$ cat src/rtl/seq_alu_pkg.sv
`default_nettype none
// ============================================================================
// Module   : alu_pkg
// Purpose  : Function codes and FSM state encoding shared by the sequential ALU.
// Revision : 1.0 - initial release
// ============================================================================
package alu_pkg;

    localparam logic [1:0] FUNC_ADD = 2'b00;
    localparam logic [1:0] FUNC_SUB = 2'b01;
    localparam logic [1:0] FUNC_MUL = 2'b10;
    localparam logic [1:0] FUNC_DIV = 2'b11;

    typedef enum logic [1:0] {
        IDLE = 2'd0,
        RUN  = 2'd1,
        FIN  = 2'd2
    } state_t;

endpackage
`default_nettype wire

$ cat src/rtl/seq_alu_if.sv
`default_nettype none
// ============================================================================
// Module   : seq_alu_if
// Purpose  : Request/result bundle between the operand side and seq_alu.
// Revision : 1.0 - initial release
// ============================================================================
interface seq_alu_if #(
    parameter int WIDTH = 6
) ();

    logic                   start;
    logic [WIDTH-1:0]       a;
    logic [WIDTH-1:0]       b;
    logic [1:0]             func;
    logic                   busy;
    logic                   done;
    logic [2*WIDTH-1:0]     out;
    logic                   overflow;
    logic                   div_by_zero;

    modport master (
        output start, a, b, func,
        input  busy, done, out, overflow, div_by_zero
    );

    modport slave (
        input  start, a, b, func,
        output busy, done, out, overflow, div_by_zero
    );

endinterface
`default_nettype wire

$ cat src/rtl/seq_muldiv.sv
`default_nettype none
// ============================================================================
// Module   : seq_muldiv
// Purpose  : Unsigned one-bit-per-clock shift-add multiplier / restoring divider.
// Revision : 1.0 - initial release
// ============================================================================
module seq_muldiv #(
    parameter int WIDTH = 6
) (
    input  wire logic                   clk,
    input  wire logic                   rst,
    input  wire logic                   i_load,
    input  wire logic                   i_step,
    input  wire logic                   i_div,
    input  wire logic [WIDTH-1:0]       i_mag_a,
    input  wire logic [WIDTH-1:0]       i_mag_b,
    output logic                        o_last,
    output logic [2*WIDTH-1:0]          o_next_result
);

    localparam int                CNT_W      = $clog2(WIDTH + 1);
    localparam logic [CNT_W-1:0]  c_last_cnt = CNT_W'(WIDTH - 1);
    localparam logic [CNT_W-1:0]  c_cnt_one  = CNT_W'(1);

    // r_acc: partial product high half / partial remainder.
    // r_lo : multiplier being shifted out / dividend shifting out, quotient shifting in.
    logic [WIDTH-1:0]   r_acc;
    logic [WIDTH-1:0]   r_lo;
    logic [WIDTH-1:0]   r_m;
    logic               r_div;
    logic [CNT_W-1:0]   r_cnt;

    logic [WIDTH:0]     w_mul_sum;
    logic [WIDTH-1:0]   w_mul_addend;
    logic [WIDTH:0]     w_shift;
    logic [WIDTH+1:0]   w_trial;
    logic               w_fits;
    logic [WIDTH-1:0]   w_acc_n;
    logic [WIDTH-1:0]   w_lo_n;

    assign w_mul_addend = r_lo[0] ? r_m : '0;
    assign w_mul_sum    = {1'b0, r_acc} + {1'b0, w_mul_addend};

    assign w_shift      = {r_acc, r_lo[WIDTH-1]};
    assign w_trial      = {1'b0, w_shift} - {2'b00, r_m};
    assign w_fits       = ~w_trial[WIDTH+1];

    always_comb begin
        w_acc_n = '0;
        w_lo_n  = '0;
        if (r_div) begin
            // A partial remainder is always below the divisor, so W bits suffice.
            w_acc_n = w_fits ? w_trial[WIDTH-1:0] : w_shift[WIDTH-1:0];
            w_lo_n  = {r_lo[WIDTH-2:0], w_fits};
        end else begin
            w_acc_n = w_mul_sum[WIDTH:1];
            w_lo_n  = {w_mul_sum[0], r_lo[WIDTH-1:1]};
        end
    end

    assign o_last        = (r_cnt == c_last_cnt);
    assign o_next_result = r_div ? {w_lo_n, w_acc_n} : {w_acc_n, w_lo_n};

    always_ff @(posedge clk or posedge rst) begin
        if (rst) begin
            r_acc <= '0;
            r_lo  <= '0;
            r_m   <= '0;
            r_div <= 1'b0;
            r_cnt <= '0;
        end else if (i_load) begin
            r_acc <= '0;
            r_lo  <= i_div ? i_mag_a : i_mag_b;
            r_m   <= i_div ? i_mag_b : i_mag_a;
            r_div <= i_div;
            r_cnt <= '0;
        end else if (i_step) begin
            r_acc <= w_acc_n;
            r_lo  <= w_lo_n;
            r_cnt <= r_cnt + c_cnt_one;
        end
    end

endmodule
`default_nettype wire

$ cat src/rtl/seq_alu.sv
`default_nettype none
// ============================================================================
// Module   : seq_alu
// Purpose  : Multi-cycle signed ALU (add/sub/mul/div) with start/done handshake.
// Revision : 1.0 - initial release
// ============================================================================
module seq_alu
    import alu_pkg::*;
#(
    parameter int WIDTH = 6
) (
    input  wire logic   clk,
    input  wire logic   rst,
    seq_alu_if.slave    bus
);

    localparam logic [WIDTH-1:0] c_min_neg = {1'b1, {(WIDTH-1){1'b0}}};

    state_t                 r_state;
    logic [WIDTH-1:0]       r_a;
    logic [WIDTH-1:0]       r_b;
    logic [1:0]             r_func;
    logic                   r_first;
    logic                   r_busy;
    logic                   r_done;
    logic [2*WIDTH-1:0]     r_out;
    logic                   r_ovf;
    logic                   r_dbz;

    logic                   w_accept;
    logic                   w_b_zero;
    logic                   w_fast;
    logic                   w_load;
    logic                   w_step;
    logic                   w_last;
    logic                   w_fin;
    logic                   w_neg_res;
    logic [WIDTH-1:0]       w_mag_a;
    logic [WIDTH-1:0]       w_mag_b;
    logic [WIDTH-1:0]       w_sum;
    logic [WIDTH-1:0]       w_diff;
    logic [2*WIDTH-1:0]     w_md_res;
    logic [WIDTH-1:0]       w_quot;
    logic [WIDTH-1:0]       w_rem;
    logic [2*WIDTH-1:0]     w_prod;
    logic [2*WIDTH-1:0]     w_res_out;
    logic                   w_res_ovf;
    logic                   w_res_dbz;

    // FIN is not busy, so a back-to-back request is taken there with no bubble.
    assign w_accept  = bus.start && (r_state != RUN);
    assign w_b_zero  = (r_b == '0);
    assign w_fast    = (r_func == FUNC_ADD) || (r_func == FUNC_SUB) ||
                       ((r_func == FUNC_DIV) && w_b_zero);
    assign w_load    = (r_state == RUN) && r_first && !w_fast;
    assign w_step    = (r_state == RUN) && !r_first;
    assign w_fin     = (r_state == RUN) && (r_first ? w_fast : w_last);

    // Unsigned W-bit magnitudes keep |-2^(W-1)| representable.
    assign w_mag_a   = r_a[WIDTH-1] ? -r_a : r_a;
    assign w_mag_b   = r_b[WIDTH-1] ? -r_b : r_b;
    assign w_neg_res = r_a[WIDTH-1] ^ r_b[WIDTH-1];

    assign w_sum     = r_a + r_b;
    assign w_diff    = r_a - r_b;

    assign w_quot    = w_neg_res    ? -w_md_res[2*WIDTH-1:WIDTH] : w_md_res[2*WIDTH-1:WIDTH];
    assign w_rem     = r_a[WIDTH-1] ? -w_md_res[WIDTH-1:0]       : w_md_res[WIDTH-1:0];
    assign w_prod    = w_neg_res    ? -w_md_res                  : w_md_res;

    seq_muldiv #(
        .WIDTH          (WIDTH)
    ) u_muldiv (
        .clk            (clk),
        .rst            (rst),
        .i_load         (w_load),
        .i_step         (w_step),
        .i_div          (r_func == FUNC_DIV),
        .i_mag_a        (w_mag_a),
        .i_mag_b        (w_mag_b),
        .o_last         (w_last),
        .o_next_result  (w_md_res)
    );

    always_comb begin
        w_res_out = '0;
        w_res_ovf = 1'b0;
        w_res_dbz = 1'b0;
        case (r_func)
            FUNC_ADD: begin
                w_res_out = {{WIDTH{w_sum[WIDTH-1]}}, w_sum};
                w_res_ovf = (r_a[WIDTH-1] == r_b[WIDTH-1]) && (w_sum[WIDTH-1] != r_a[WIDTH-1]);
            end
            FUNC_SUB: begin
                w_res_out = {{WIDTH{w_diff[WIDTH-1]}}, w_diff};
                w_res_ovf = (r_a[WIDTH-1] != r_b[WIDTH-1]) && (w_diff[WIDTH-1] != r_a[WIDTH-1]);
            end
            FUNC_MUL: begin
                w_res_out = w_prod;
            end
            default: begin
                if (w_b_zero) begin
                    w_res_out = {{WIDTH{1'b1}}, r_a};
                    w_res_dbz = 1'b1;
                end else begin
                    // MIN/-1 naturally wraps to MIN with remainder 0; only the flag is special.
                    w_res_out = {w_quot, w_rem};
                    w_res_ovf = (r_a == c_min_neg) && (r_b == '1);
                end
            end
        endcase
    end

    always_ff @(posedge clk or posedge rst) begin
        if (rst) begin
            r_state <= IDLE;
            r_a     <= '0;
            r_b     <= '0;
            r_func  <= FUNC_ADD;
            r_first <= 1'b0;
            r_busy  <= 1'b0;
            r_done  <= 1'b0;
            r_out   <= '0;
            r_ovf   <= 1'b0;
            r_dbz   <= 1'b0;
        end else begin
            r_done <= 1'b0;
            case (r_state)
                IDLE, FIN: begin
                    if (w_accept) begin
                        r_state <= RUN;
                        r_a     <= bus.a;
                        r_b     <= bus.b;
                        r_func  <= bus.func;
                        r_first <= 1'b1;
                        r_busy  <= 1'b1;
                    end else begin
                        r_state <= IDLE;
                    end
                end
                RUN: begin
                    r_first <= 1'b0;
                    if (w_fin) begin
                        r_state <= FIN;
                        r_busy  <= 1'b0;
                        r_done  <= 1'b1;
                        r_out   <= w_res_out;
                        r_ovf   <= w_res_ovf;
                        r_dbz   <= w_res_dbz;
                    end
                end
                default: begin
                    r_state <= IDLE;
                    r_busy  <= 1'b0;
                end
            endcase
        end
    end

    assign bus.busy        = r_busy;
    assign bus.done        = r_done;
    assign bus.out         = r_out;
    assign bus.overflow    = r_ovf;
    assign bus.div_by_zero = r_dbz;

endmodule
`default_nettype wire

$ cat src/flat_wrapper.sv
// flat-port wrapper written by rule: the top's interface ports become plain ports
module seq_alu_flat import alu_pkg::*;
#(
    parameter int WIDTH = 6
)
  (clk, rst, bus_start, bus_a, bus_b, bus_func, bus_busy, bus_done, bus_out, bus_overflow, bus_div_by_zero);
  seq_alu_if #(.WIDTH(WIDTH)) bus_i ();
  input  wire logic clk;
  input  wire logic rst;
  input wire logic [$bits(bus_i.start)-1:0] bus_start;
  input wire logic [$bits(bus_i.a)-1:0] bus_a;
  input wire logic [$bits(bus_i.b)-1:0] bus_b;
  input wire logic [$bits(bus_i.func)-1:0] bus_func;
  output wire logic [$bits(bus_i.busy)-1:0] bus_busy;
  output wire logic [$bits(bus_i.done)-1:0] bus_done;
  output wire logic [$bits(bus_i.out)-1:0] bus_out;
  output wire logic [$bits(bus_i.overflow)-1:0] bus_overflow;
  output wire logic [$bits(bus_i.div_by_zero)-1:0] bus_div_by_zero;
  assign bus_i.start = bus_start;
  assign bus_i.a = bus_a;
  assign bus_i.b = bus_b;
  assign bus_i.func = bus_func;
  assign bus_busy = bus_i.busy;
  assign bus_done = bus_i.done;
  assign bus_out = bus_i.out;
  assign bus_overflow = bus_i.overflow;
  assign bus_div_by_zero = bus_i.div_by_zero;
  seq_alu #(.WIDTH(WIDTH)) u_core (.clk(clk), .rst(rst), .bus(bus_i));
endmodule
$ cat config.mk
export PLATFORM = sky130hd
export DESIGN_NAME = seq_alu_flat
export DESIGN_NICKNAME = d
export VERILOG_FILES = /design/src/rtl/seq_alu_pkg.sv /design/src/rtl/seq_alu_if.sv /design/src/rtl/seq_muldiv.sv /design/src/rtl/seq_alu.sv /design/src/flat_wrapper.sv
export SDC_FILE = /design/constraint.sdc
export NUM_CORES = 1
export LEC_CHECK = 0
export CAP_MARGIN = 20
export CORE_MARGIN = 2
export CORE_UTILIZATION = 40
export CTS_CLUSTER_DIAMETER = 80
export DETAILED_ROUTE_END_ITERATION = 8
export SLEW_MARGIN = 0
export SYNTH_ARGS = -nofsm -noshare
export SYNTH_HDL_FRONTEND = slang
export SYNTH_HIERARCHICAL = 1
export SYNTH_SLANG_ARGS = --single-unit
$ cat constraint.sdc
create_clock -name clk -period 3.6 [get_ports clk]
set_input_delay 0.72 -clock clk [delete_from_list [all_inputs] [get_ports clk]]
set_output_delay 0.72 -clock clk [all_outputs]
set_load 0.05 [all_outputs]
Word level (Yosys, flattened, before mapping). Index checks and enable logic that the tools add are counted.

Bits of input ports: 17. Register bits after elaboration: 55.

Equal/unequal tests: 15. Mux-type cells: 34. Reductions and logical operators: 24. Add/sub/neg operators: 10. Bitwise operators: 2.

Operators by type and width (count): 6-bit 2-to-1 mux (14); 12-bit 2-to-1 mux (3); 12-bit one-hot mux with 3 select lines (1); 6-bit negation (4); 6-bit equality test (second input constant) (2); 12-bit negation (1); 1-bit logical AND (9); 1-bit 2-to-1 mux (9); 2-bit AND reduction (4); 7-bit by 6-bit subtractor with 8-bit output (1); 6-bit by 6-bit adder with 7-bit output (1); 6-bit adder (1); 2-bit equality test (second input constant) (3); 6-bit logical NOT (1); 3-bit 2-to-1 mux (2); 2-bit by 1-bit inequality test with 1-bit output (second input constant) (3); 6-bit subtractor (1); 2-bit by 1-bit equality test with 1-bit output (second input constant) (2); 2-bit logical NOT (2); 1-bit one-hot mux with 2 select lines (2); 2-bit one-hot mux with 2 select lines (1); 2-bit nonzero test (2); 3-bit by 1-bit adder with 3-bit output (second input constant) (1); 3-bit equality test (second input constant) (1); 10 further kinds (14).

Logic depth before layout (Yosys ltp).
Depth after elaboration: 8. Depth in mapped cells: 15. Gate-level depth less buffers: 15.

Cells and area by module. Netlist, hierarchy kept.

By module, submodules not included: seq_alu (cells each 328, seq. area each 825.8 µm², instances 1, area an instance 2705.1 µm²); seq_muldiv (cells each 227, seq. area each 550.5 µm², instances 1, area an instance 1915.6 µm²).

Least setup slack after synthesis. OpenSTA, ideal clock, no wires.

Path kind: reg-to-reg. Start point: reg u_core.u_muldiv.r_m[1]. End point: reg u_core.r_out[6] (netlist: u_core/bus.out[6]). Buffers on the path: 0. Required time: 3513 ps. Arrival time: 3045 ps. Setup slack: 468 ps. Setup time: 87 ps. Clock period less this slack: 3132 ps. Cell stages (with the launch flop): 16. Cells stage by stage: dfrtp_1 > inv_1 > ha_1 > nor2b_4 > o31ai_2 > o21ai_2 > mux2_2 > o21bai_1 > inv_1 > ha_1 > or3b_2 > nor3_1 > nor2_1 > xnor2_1 > nand2_1 > a211oi_2.

RTL lines: from (decl) (RTL line seq_muldiv.sv:29) `logic [WIDTH-1:0] r_m;`; from (signal assigned) (RTL line seq_muldiv.sv:74) `r_m <= i_div ? i_mag_b : i_mag_a;`; 7-bit by 6-bit subtractor with 8-bit output or 6-bit 2-to-1 mux (tied branches) (RTL line seq_muldiv.sv:45, seq_muldiv.sv:41); 6-bit 2-to-1 mux or 6-bit by 6-bit adder with 7-bit output (tied branches) (RTL line seq_muldiv.sv:53, seq_muldiv.sv:42); 6-bit 2-to-1 mux * (RTL line seq_muldiv.sv:51) `if (r_div) begin`; 12-bit 2-to-1 mux * (RTL line seq_muldiv.sv:62) `assign o_next_result = r_div ? {w_lo_n, w_acc_n} : {w_acc_n, w_lo_n};`; net u_core.w_md_res[1] (RTL line seq_alu.sv:42) `logic [2*WIDTH-1:0] w_md_res;`; 12-bit negation * (RTL line seq_alu.sv:69) `assign w_prod = w_neg_res ? -w_md_res : w_md_res;`; 12-bit 2-to-1 mux * (RTL line seq_alu.sv:69); 12-bit one-hot mux with 3 select lines * (RTL line seq_alu.sv:89) `case (r_func)`; to (signal assigned) (RTL line seq_alu.sv:147) `r_out <= w_res_out;`; to (decl) (RTL line seq_alu.sv:26) `logic [2*WIDTH-1:0] r_out;`.

Mark *: on every way through the listed nets, which the timed path passes. The rest lies on a longest branch. A chain may end at the register's enable or synchronous reset.

Worst setup path after layout.
Start point: reg u_core.u_muldiv.r_m[1]. End point: reg u_core.r_out[11] (netlist: u_core/bus.out[11]).

The elaborated chain is that of the path after synthesis.

==> flow_metrics.py <==
metrics = {
    "placement": {
        "place_hpwl_mm": 8.985,
        "dpl-instance-area_um2": 5120,
        "place.gp.congestion": 0.8991,
        "placed_cells": 717,
        "port_buffers": 32,
    },
    "yosys": {
        "syn-cell-area_um2": 4621,
        "synth-async-reset-ratio": 1.000,
        "ys.flop_type": "dfrtp_1",
        "synth.area.top_cells": "dfrtp_1, ha_1, mux2i_1",
        "synth_top_area_share": 0.2979,
        "yosysSeqAreaShare": 0.2979,
        "syn_nets": 605,
        "syn_area_per_cell_um2": 8.326,
        "ys.warnings.count": 6,
        "ys_ff_latch": 55,
        "synth_cell_types": 70,
        "synth_edf_count": 0,
        "synth_common_cells": "nor2_1, dfrtp_1, nand2_1",
        "synth_cells": 555,
        "yosysMostFrequentCell": "nor2_1",
        "synth_top_cell_by_area": "dfrtp_1",
    },
    "clock_network": {
        "clock_sinks": 55,
        "cts-hold-fix-buffers": 0,
        "clk_pin_slew_ns": 0.08,
        "ctsLongestPathBuffers": 2,
        "htreeDepth": 2,
        "worst_skew_pair.late_latency_ns": 0.30,
        "post_cts_buffers": 0,
        "cts_tree": "yes",
        "ctsResizeCount": 0,
        "cts_root_buffer": "clkbuf_16",
        "cts_buffers": 5,
    },
    "setup_path": {
        "criticalPathCategory": "reg2reg",
        "critical_path_required_ns": 3.81,
        "reg2regPathDepth": 13,
        "r2r_slack_ns": 0.18,
        "cp-end-kind": "flop",
        "rr_endpoint": "u_core/bus.out[11]$_DFFE_PP0P_",
        "startpoint_type": "flop",
        "worstReg2RegStart": "u_core/u_muldiv/r_m[1]$_DFFE_PP0P_",
        "critPathCapture": "u_core/bus.out[11]$_DFFE_PP0P_",
        "crit_arrival_ns": 3.64,
        "crit_fanout": 4,
        "startpoint": "u_core/u_muldiv/r_m[1]$_DFFE_PP0P_",
    },
    "timing": {
        "setup_viol": 0,
        "fin_tns_setup_ns": 0,
        "fin_crit_sh": 0.9511,
        "max_slew_margin": 0.3807,
        "rsz0062_at_grt": "false",
        "worst_pin_slew_ns": 0.9280,
        "period_minus_slack_ns": 3.424,
        "hold_viol": 0,
        "max_freq_mhz": 292.1,
        "drv_slew": 0,
        "fin_skew_ns": 0.004882,
    },
    "global_routing": {
        "grt_overflow": 0,
        "antenna_found_initial": 0,
        "grt_use_total": 0.1939,
        "grt_max_degree": 36,
        "grt_pass1_wl_mm": 19.71,
        "first_global_vias": 3878,
    },
    "finish": {
        "syn_to_final_growth_pct": 15.25,
        "final_cell_count_no_fill": 725,
        "nNetsFinal": 631,
        "regArea_um2": 1376,
        "drive_gt1_frac": 0.09794,
        "finalInstanceArea_um2": 5325,
        "multiInputGateArea_um2": 3035,
        "n_antenna_cell": 0,
        "nFillCells": 1115,
    },
    "floorplanning": {
        "floorplan.io_pins": 33,
        "core-area_um2": 11370,
        "start_util": 0.4064,
        "die_w_um": 111.5,
        "die_h_um": 111.5,
        "die_area_um2": 12430,
        "num_rows": 39,
    },
    "route": {
        "ant_nets": 0,
        "route.detailed.wl_per_inst_um": 16.10,
        "wirelength_mm": 11.67,
        "drt_iter0_markers": 324,
        "viasPerCell": 5.528,
        "num_vias": 4008,
        "drc": 0,
        "first_pass_iters": 5,
    },
    "hold_path": {
        "hp-class": "reg2reg",
    },
    "run": {
        "cap_violations": 0,
    },
    "status": {
        "outcome": "finished, final reports clean",
    },
}
## metal layers
| metal | vias to the layer above | wire length [µm] | GRT usage |
|---|---|---|---|
| li1 | 1991 | - | - |
| met1 | 1902 | 5771 | 0.2835 |
| met2 | 99 | 5216 | 0.3077 |
| met3 | 16 | 550 | 0.02994 |
| met4 | 0 | 134 | 0.03704 |
| met5 | - | 0 | 0 |
## sequential cells by signal, summed over array words and instances (netlist names), 2 cells and up
register and count:
u_core/bus.out 12, u_core/r_a 6, u_core/r_b 6, u_core/r_func 2, u_core/r_state 2, u_core/u_muldiv/r_acc 6
u_core/u_muldiv/r_cnt 3, u_core/u_muldiv/r_lo 6, u_core/u_muldiv/r_m 6
## per-stage QoR
stage	setup slack [ns]	hold slack [ns]	utilization
floorplan	0.4680	0.4589	-
global placement	0.2108	0.4673	0.4503
detailed placement	0.09410	0.4843	0.4503
CTS	0.05663	0.5015	0.4636
global route	0.002122	0.5219	0.4684
finish	0.1762	0.4916	0.4684
## logic make-up (layout without fill, tap and decap cells)
kind of cell,after synthesis,in the layout,synth area share
compound gates,151,151,0.2101
xor+xnor,30,30,0.05849
fa+ha+maj,33,33,0.09586
buf+inv,68,95,0.05795
flops,55,55,0.2979
mux,36,36,0.08367
simple gates,182,182,0.1961
## layout by cell type, fill, tap and decap left out, drive strengths merged, types with 5 or more instances in the layout
cell type / n
nor2b: 17
and2: 6
inv: 41
nor2: 63
mux2i: 27
ha: 29
o21ai: 46
a21oi: 41
o21a: 8
clkdlybuf4s50: 32
xor2: 11
o31ai: 7
o211ai: 5
dfrtp: 55
xnor2: 19
nand2b: 8
nor3: 12
a311oi: 5
nor3b: 6
buf: 15
mux2: 8
or2: 5
a211oi: 11
clkbuf: 5
a31oi: 7
nand2: 45
## worst min path at each step
stage                                       startpoint  slack (ns)                            endpoint  cells past startpoint
finish              u_core/bus.div_by_zero$_DFFE_PP0P_        0.49  u_core/bus.div_by_zero$_DFFE_PP0P_                      2
global route        u_core/bus.div_by_zero$_DFFE_PP0P_        0.52  u_core/bus.div_by_zero$_DFFE_PP0P_                      2
CTS                 u_core/bus.div_by_zero$_DFFE_PP0P_        0.50  u_core/bus.div_by_zero$_DFFE_PP0P_                      2
detailed placement  u_core/bus.div_by_zero$_DFFE_PP0P_        0.48  u_core/bus.div_by_zero$_DFFE_PP0P_                      2
global placement         u_core/bus.out[0]$_DFFE_PP0P_        0.47       u_core/bus.out[0]$_DFFE_PP0P_                      2
floorplan                u_core/r_state[0]$_DFFE_PP0P_        0.46         u_core/bus.busy$_DFFE_PP0P_                      1
## worst max-delay path: stages (launching register included)
cell and delay [ns]:
dfrtp_1 0.43, inv_1 0.07, ha_1 0.27, nor2b_4 0.14, o21a_1 0.16, or4_1 0.47, o2111ai_1 0.16, o21ai_0 0.20
or4_1 0.56, nor3_2 0.26, a21oi_1 0.14, xor2_1 0.16, nand2_1 0.09, a211oi_2 0.23
## layout make-up
class | count | share of cell area
Clock buffer | 5 | 0.02350
Clock inverter | 3 | 0.004934
Inverter | 40 | 0.02820
Timing Repair Buffer | 47 | 0.08130
Multi-Input combinational cell | 432 | 0.5700
Tap cell | 143 | 0.03360
Sequential cell | 55 | 0.2585
Power is left out: the tool's default activity adds up to more than one toggle a clock period on the data nets, which glitch-free logic cannot reach.
